===== src/rtl/sample_log_transmitter_if.sv =====
// Timer/sample inputs and serial-line outputs of the sample log transmitter.
// The master side drives the timer levels and sample data.
interface sample_log_transmitter_if #(
  parameter int WIDTH = 8,
  parameter int DEPTH = 8
);
  localparam int LW = $clog2(DEPTH) + 1;

  logic             in_1minRecord;
  logic             in_5minTransmit;
  logic [WIDTH-1:0] in_SampleData;
  logic             out_TxSerial;
  logic             out_TxBusy;
  logic             out_FrameDone;
  logic             out_BatchDone;
  logic             out_Overflow;
  logic [LW-1:0]    out_Level;

  modport master (
    output in_1minRecord,
    output in_5minTransmit,
    output in_SampleData,
    input  out_TxSerial,
    input  out_TxBusy,
    input  out_FrameDone,
    input  out_BatchDone,
    input  out_Overflow,
    input  out_Level
  );

  modport slave (
    input  in_1minRecord,
    input  in_5minTransmit,
    input  in_SampleData,
    output out_TxSerial,
    output out_TxBusy,
    output out_FrameDone,
    output out_BatchDone,
    output out_Overflow,
    output out_Level
  );
endinterface


===== src/rtl/sample_log_transmitter.sv =====
// Buffers timer-triggered samples in a FIFO and drains them as
// UART-style frames (start, LSB-first data, stop) on transmit events.
module sample_log_transmitter #(
  parameter int WIDTH      = 8,
  parameter int DEPTH      = 8,
  parameter int BIT_CYCLES = 16
) (
  input logic in_Clk,
  input logic in_Rst,
  sample_log_transmitter_if.slave bus
);
  localparam int LW = $clog2(DEPTH) + 1;
  localparam int PW = $clog2(DEPTH);
  localparam int CW = $clog2(BIT_CYCLES);
  localparam int BW = $clog2(WIDTH + 1);

  typedef enum logic [2:0] {
    S_IDLE, S_LOAD, S_START, S_DATA, S_STOP
  } state_t;

  state_t state_q, state_d;

  logic             rec_q, xmt_q;
  logic             rec_ev, xmt_ev;
  logic [WIDTH-1:0] mem [DEPTH];
  logic [PW-1:0]    wr_ptr, rd_ptr;
  logic [LW-1:0]    level_q, rem_q;
  logic             ovf_q;
  logic [CW-1:0]    cnt_q;
  logic [BW-1:0]    bit_q;
  logic [WIDTH-1:0] sh_q;
  logic             pop, push, accept, bit_end;
  logic             line, busy, fdone, bdone;

  assign rec_ev  = bus.in_1minRecord & ~rec_q;
  assign xmt_ev  = bus.in_5minTransmit & ~xmt_q;
  assign pop     = (state_q == S_LOAD);
  // A pop in the same cycle frees the slot a full FIFO needs.
  assign push    = rec_ev & ((level_q != LW'(DEPTH)) | pop);
  assign accept  = xmt_ev & (state_q == S_IDLE)
                 & (level_q != '0);
  assign bit_end = (cnt_q == CW'(BIT_CYCLES - 1));

  always_comb begin
    state_d = state_q;
    line    = 1'b1;
    busy    = 1'b1;
    fdone   = 1'b0;
    bdone   = 1'b0;
    unique case (state_q)
      S_IDLE: begin
        busy = 1'b0;
        if (accept) state_d = S_LOAD;
      end
      S_LOAD: state_d = S_START;
      S_START: begin
        line = 1'b0;
        if (bit_end) state_d = S_DATA;
      end
      S_DATA: begin
        line = sh_q[0];
        if (bit_end && bit_q == BW'(WIDTH - 1))
          state_d = S_STOP;
      end
      S_STOP: begin
        if (bit_end) begin
          fdone = 1'b1;
          if (rem_q != '0) begin
            state_d = S_LOAD;
          end else begin
            bdone   = 1'b1;
            state_d = S_IDLE;
          end
        end
      end
      default: state_d = S_IDLE;
    endcase
  end

  always_ff @(posedge in_Clk or posedge in_Rst) begin
    if (in_Rst) begin
      state_q <= S_IDLE;
      rec_q   <= 1'b0;
      xmt_q   <= 1'b0;
      wr_ptr  <= '0;
      rd_ptr  <= '0;
      level_q <= '0;
      rem_q   <= '0;
      ovf_q   <= 1'b0;
      cnt_q   <= '0;
      bit_q   <= '0;
      sh_q    <= '0;
    end else begin
      state_q <= state_d;
      rec_q   <= bus.in_1minRecord;
      xmt_q   <= bus.in_5minTransmit;
      if (push) wr_ptr <= wr_ptr + 1'b1;
      if (pop)  rd_ptr <= rd_ptr + 1'b1;
      unique case ({push, pop})
        2'b10:   level_q <= level_q + 1'b1;
        2'b01:   level_q <= level_q - 1'b1;
        default: ;
      endcase
      if (accept) rem_q <= level_q;
      else if (pop) rem_q <= rem_q - 1'b1;
      if (accept) ovf_q <= 1'b0;
      if (rec_ev && !push) ovf_q <= 1'b1;
      if (state_q == S_START || state_q == S_DATA
          || state_q == S_STOP)
        cnt_q <= bit_end ? '0 : cnt_q + 1'b1;
      else
        cnt_q <= '0;
      if (pop) begin
        bit_q <= '0;
        sh_q  <= mem[rd_ptr];
      end else if (state_q == S_DATA && bit_end) begin
        bit_q <= bit_q + 1'b1;
        sh_q  <= sh_q >> 1;
      end
    end
  end

  always_ff @(posedge in_Clk) begin
    if (push) mem[wr_ptr] <= bus.in_SampleData;
  end

  assign bus.out_TxSerial  = line;
  assign bus.out_TxBusy    = busy;
  assign bus.out_FrameDone = fdone;
  assign bus.out_BatchDone = bdone;
  assign bus.out_Overflow  = ovf_q;
  assign bus.out_Level     = level_q;
endmodule


===== src/flat_wrapper.sv =====
// flat-port wrapper written by rule: the top's interface ports become plain ports
module sample_log_transmitter_flat 
#(
  parameter int WIDTH      = 8,
  parameter int DEPTH      = 8,
  parameter int BIT_CYCLES = 16
)
  (in_Clk, in_Rst, bus_in_1minRecord, bus_in_5minTransmit, bus_in_SampleData, bus_out_TxSerial, bus_out_TxBusy, bus_out_FrameDone, bus_out_BatchDone, bus_out_Overflow, bus_out_Level);
  sample_log_transmitter_if #(.WIDTH(WIDTH), .DEPTH(DEPTH)) bus_i ();
  input logic in_Clk;
  input logic in_Rst;
  input wire logic [$bits(bus_i.in_1minRecord)-1:0] bus_in_1minRecord;
  input wire logic [$bits(bus_i.in_5minTransmit)-1:0] bus_in_5minTransmit;
  input wire logic [$bits(bus_i.in_SampleData)-1:0] bus_in_SampleData;
  output wire logic [$bits(bus_i.out_TxSerial)-1:0] bus_out_TxSerial;
  output wire logic [$bits(bus_i.out_TxBusy)-1:0] bus_out_TxBusy;
  output wire logic [$bits(bus_i.out_FrameDone)-1:0] bus_out_FrameDone;
  output wire logic [$bits(bus_i.out_BatchDone)-1:0] bus_out_BatchDone;
  output wire logic [$bits(bus_i.out_Overflow)-1:0] bus_out_Overflow;
  output wire logic [$bits(bus_i.out_Level)-1:0] bus_out_Level;
  assign bus_i.in_1minRecord = bus_in_1minRecord;
  assign bus_i.in_5minTransmit = bus_in_5minTransmit;
  assign bus_i.in_SampleData = bus_in_SampleData;
  assign bus_out_TxSerial = bus_i.out_TxSerial;
  assign bus_out_TxBusy = bus_i.out_TxBusy;
  assign bus_out_FrameDone = bus_i.out_FrameDone;
  assign bus_out_BatchDone = bus_i.out_BatchDone;
  assign bus_out_Overflow = bus_i.out_Overflow;
  assign bus_out_Level = bus_i.out_Level;
  sample_log_transmitter #(.WIDTH(WIDTH), .DEPTH(DEPTH), .BIT_CYCLES(BIT_CYCLES)) u_core (.in_Clk(in_Clk), .in_Rst(in_Rst), .bus(bus_i));
endmodule

===== config.mk =====
export PLATFORM = sky130hd
export DESIGN_NAME = sample_log_transmitter_flat
export DESIGN_NICKNAME = d
export VERILOG_FILES = /design/src/rtl/sample_log_transmitter_if.sv /design/src/rtl/sample_log_transmitter.sv /design/src/flat_wrapper.sv
export SDC_FILE = /design/constraint.sdc
export NUM_CORES = 1
export LEC_CHECK = 0
export BUFFER_PORTS_ARGS = -buffer_cell sky130_fd_sc_hd__buf_2
export CAP_MARGIN = 5
export CORE_MARGIN = 8
export CORE_UTILIZATION = 55
export DETAILED_ROUTE_END_ITERATION = 12
export PLACE_DENSITY = 0.73
export SLEW_MARGIN = 0
export SYNTH_ARGS = -nofsm -noshare
export SYNTH_HDL_FRONTEND = slang
export SYNTH_SLANG_ARGS = --single-unit

===== constraint.sdc =====
create_clock -name in_Clk -period 3.06 [get_ports in_Clk]
set_input_delay 0.612 -clock in_Clk [delete_from_list [all_inputs] [get_ports in_Clk]]
set_output_delay 0.612 -clock in_Clk [all_outputs]
set_load 0.005 [all_outputs]

==> metrics.log <==
[metrics] status: complete, no violations
[metrics] sw power: 801 uW
[metrics] clock root buffer: sky130_fd_sc_hd__clkbuf_8
[metrics] leakage component of the power: ~0.0018 uW
[metrics] initial core utilization: a little under three fifths
[metrics] clock transition time at the flip-flop clock pins of the worst setup and hold paths: roughly 100 ps
[metrics] synthesis-to-finish area growth: 9.56%
[metrics] Finished Cell Area: between 4000 and 5000 sq um
[metrics] relative contribution of sequential cells to total power: 59.2%
[metrics] Die Height: ~100 um
[metrics] maximum number of pins on one net before global-route repair: 37
[metrics] die width: 104 um
[metrics] cell count after synthesis: 275
[metrics] final clock skew: 11.9 ps
[metrics] Post-Synth Adder-Cell Area: under 10%
[metrics] Mean Syn Cell Area: roughly 16 sq um
[metrics] RSZ-0062 raised after global routing: false
[metrics] via total after detailed routing: approximately 2400
[metrics] worst-path cell chain: inv_1 > ha_1 > or3b_2 > nor3_1 > buf_2
[metrics] Sinks on Clock Net: 100
[metrics] class of the most critical setup path: flop to output port
[metrics] final WL: roughly 7500 um
[metrics] final critical-path required period: approximately 2400 ps
[metrics] most common cell after layout, fill and taps aside: sky130_fd_sc_hd__edfxtp_1
[metrics] TritonCTS clock tree: built
[metrics] Logic pwr share: 11.7%
[metrics] fin nets: 322
[metrics] CTS H-tree lvls: 3
[metrics] post-CTS setup-driven buffer insertion count: 0
[metrics] initial antenna violation count: 0
[metrics] fraction of the core area covered by cells at the end of the flow: between 60% and 70%
[metrics] clock share of power: approximately 29%
[metrics] Slowest Stage Delay on Critical Path: 470 ps
[metrics] normalized max-slew margin: between 30% and 40%
[metrics] number of placed instances, taps included: 393
[metrics] area taken by flip-flops and latches: 2820 sq um
[metrics] multi-input logic area: between 1000 and 1500 sq um
[metrics] HPWL reported at the end of detailed placement: 5250 um
[metrics] setup slack of the most critical reg-to-reg path: between 600 and 700 ps
[metrics] number of synthesized flops with an enable pin: 64
[metrics] first-pass GRT wire length: between 10000 and 15000 um
[metrics] GRT Resource Usage Total: approximately 15%
[metrics] Worst Hold Class: input port to asynchronous set/reset pin
[metrics] CTS Hold Bufs: 0
[metrics] length in cells of the worst reg-to-reg path: 4
[metrics] complex-gate fraction of the synthesized area: 7.68%
[metrics] antenna-violating nets left: 0
[metrics] net count after synthesis: approximately 300
[metrics] startpoint of the worst register-to-register path: u_core.state_q[1]
[metrics] wire length per cell: 18.5 um
[metrics] flops & latches, synth: 100
[metrics] I/O pin count: 21
[metrics] number of clock buffers inserted by TritonCTS: 9
[metrics] cell-internal power: between 2000 and 2500 uW
[metrics] fraction of layout cells with a size suffix above 1: 24.1%
[metrics] total grt overflow: 0
[metrics] category of the worst setup path capture point: output port
[metrics] Req. time, crit path: 2450 ps
[metrics] simple-gate portion of the synthesized area: 9.18%
[metrics] portion of the post-synthesis area used by sequential elements: around two thirds
[metrics] number of non-filler instances in the completed layout: ~400
[metrics] cell area after synthesis: around 4300 sq um
[metrics] capture instance of the worst register-to-register path: u_core.mem[6][0]
[metrics] xor and xnor area share after synthesis: ~1.8%
[metrics] count of antenna diodes in the layout: 0
[metrics] worst-case clock buffer depth: 2
[metrics] area of the placeable core: 7610 sq um
[metrics] clock latency on the worst-skew pair: about 370 ps
[metrics] RePlAce Congestion: roughly 0.82
[metrics] row cnt: 32
[metrics] area of the die: 10800 sq um
[metrics] final worst-path cycle share: 79.6%
[metrics] number of remaining DRC errors: 0
[metrics] highest-delay cell along the critical path: sky130_fd_sc_hd__or3b_2
[metrics] Sw Ratio: ~28%
[metrics] detailed-router iteration count before antenna repair: 4
[metrics] Gates resized, CTS repair: 0
[metrics] most used flip-flop cell after synthesis: sky130_fd_sc_hd__edfxtp_1
[metrics] share of async-settable or async-resettable flops after synthesis: a little over a third
[metrics] Netlist cell types: 54
[metrics] dominant combinational cell family by area after synthesis: multiplexers
[metrics] final number of max-transition violations: 0
[metrics] fmax: between 400 and 500 MHz
[metrics] Tightest Pin Transition: ~960 ps
[metrics] arrival time of the worst setup path: between 1500 and 2000 ps
[metrics] Avg Vias per Cell: slightly below 6
[metrics] peak supply drop: approximately 370 uV
[metrics] top library cells by usage in the layout, fill and taps aside: sky130_fd_sc_hd__edfxtp_1 (64), sky130_fd_sc_hd__dfrtp_1 (36), sky130_fd_sc_hd__nand2_1 (22)
[metrics] area post-placement: 4480 sq um
[metrics] post-synthesis mux area share: between 10% and 20%
[metrics] count of yosys warnings during synthesis: 0
[metrics] final setup TNS: 0 ps
[metrics] count of maximum capacitance violations: 0
[metrics] drt initial violations: 75
[metrics] count of fill cells added during filler insertion: 562
[metrics] launching element type of the critical path: flop
[metrics] Setup-failing EPs final: 0
[metrics] Worst Path Max Fanout: 3
[metrics] final hold viol count: 0
[metrics] # port buffers: 20
[metrics] power per standard cell area: between 600 and 700 nW/um^2
[metrics] number of global-route vias before repair: 2495
==> power by group through the flow <==
stage / combinational (uW) / clock (uW) / sequential (uW)
finish: 333 / 829 / 1680
global route: 371 / 899 / 1700
detailed placement: 340 / 0 / 1710
CTS: 340 / 853 / 1680
floorplan: 221 / 0 / 1680
global placement: 326 / 0 / 1710
==> flip-flops by register name, summed over array words and instances (netlist names) <==
signal / count
u_core.bit_q: 4
u_core.bus.out_Level: 4
u_core.bus.out_Overflow: 1
u_core.cnt_q: 4
u_core.mem: 64
u_core.rd_ptr: 3
u_core.rec_q: 1
u_core.rem_q: 4
u_core.sh_q: 8
u_core.state_q: 3
u_core.wr_ptr: 3
u_core.xmt_q: 1
==> worst max path at each step <==
| stage | end | depth (start not counted) | slack [ps] | start |
|---|---|---|---|---|
| 2_1_floorplan | u_core.mem[0][0] | 4 | 900 | u_core.state_q[1] |
| 3_3_place_gp | u_core.mem[6][3] | 4 | 690 | u_core.state_q[1] |
| 3_5_place_dp | u_core.mem[6][3] | 4 | 650 | u_core.state_q[1] |
| 4_1_cts | bus_out_BatchDone | 5 | 600 | u_core.rem_q[0] |
| 5_1_grt | u_core.mem[6][0] | 4 | 480 | u_core.state_q[1] |
| 6_report | bus_out_BatchDone | 5 | 620 | u_core.rem_q[0] |
==> cells by family (layout without fill, tap and decap cells) <==
kind of cell,count (synthesis),after routing
flip-flops,100,100
AO/OA/AOI/OAI,43,43
XOR/XNOR,9,9
adder cells (fa/ha/maj),8,8
AND/OR/NAND/NOR,73,73
multiplexers,23,23
buffers and inverters,19,51
==> worst max-delay path: cells and delay by family (launching register included) <==
kind	cells	cell delay (ps)
simple gates	2	660
flops	1	390
buf+inv	2	230
fa+ha+maj	1	180
==> metal layers <==
metal | wire (um) | vias to the layer above | share of wire, % | global-route usage, %
met3 | 316 | 10 | 4.2 | 4.52
li1 | - | 1111 | - | -
met2 | 3700 | 39 | 49 | 23.8
met5 | 0 | - | 0 | 0
met4 | 114 | 0 | 1.5 | 5.38
met1 | 3420 | 1218 | 45 | 18.9
==> synth_stat cells, drive strengths merged (3+ instances only) <==
cell | n | share of area (%)
o21ai | 8 | 0.94
nor2b | 5 | 0.73
edfxtp | 64 | 45
mux2 | 3 | 0.79
nor3 | 10 | 1.4
a32oi | 7 | 1.4
xnor2 | 7 | 1.4
mux4 | 16 | 8.4
nand2 | 23 | 2.1
buf | 8 | 1.5
ha | 7 | 2.1
nor2 | 13 | 1.1
nand2b | 4 | 0.59
mux2i | 4 | 0.94
dfrtp | 36 | 21
nand3 | 4 | 0.59
a21oi | 5 | 0.67
inv | 9 | 0.79
a22oi | 7 | 1.2
==> final cells by class <==
cell class	instances	share of cell area, %
clock inverter	7	1.61
tap	102	2.73
inverter	9	0.723
timing repair buffer	26	3.10
clock buffer	9	2.65
sequential	100	60.4
multi-input combinational	156	28.8
==> per-stage QoR <==
stage                     total power [uW]  hold WS, ps  worst slack, ps
after floorplan                       1900          428              901
after global placement                2030          450              687
after detailed placement              2050          461              646
after CTS                             2880          333              596
after global routing                  2970          346              478
final                                 2840          331              624
Power figures use the tool's default switching activity.
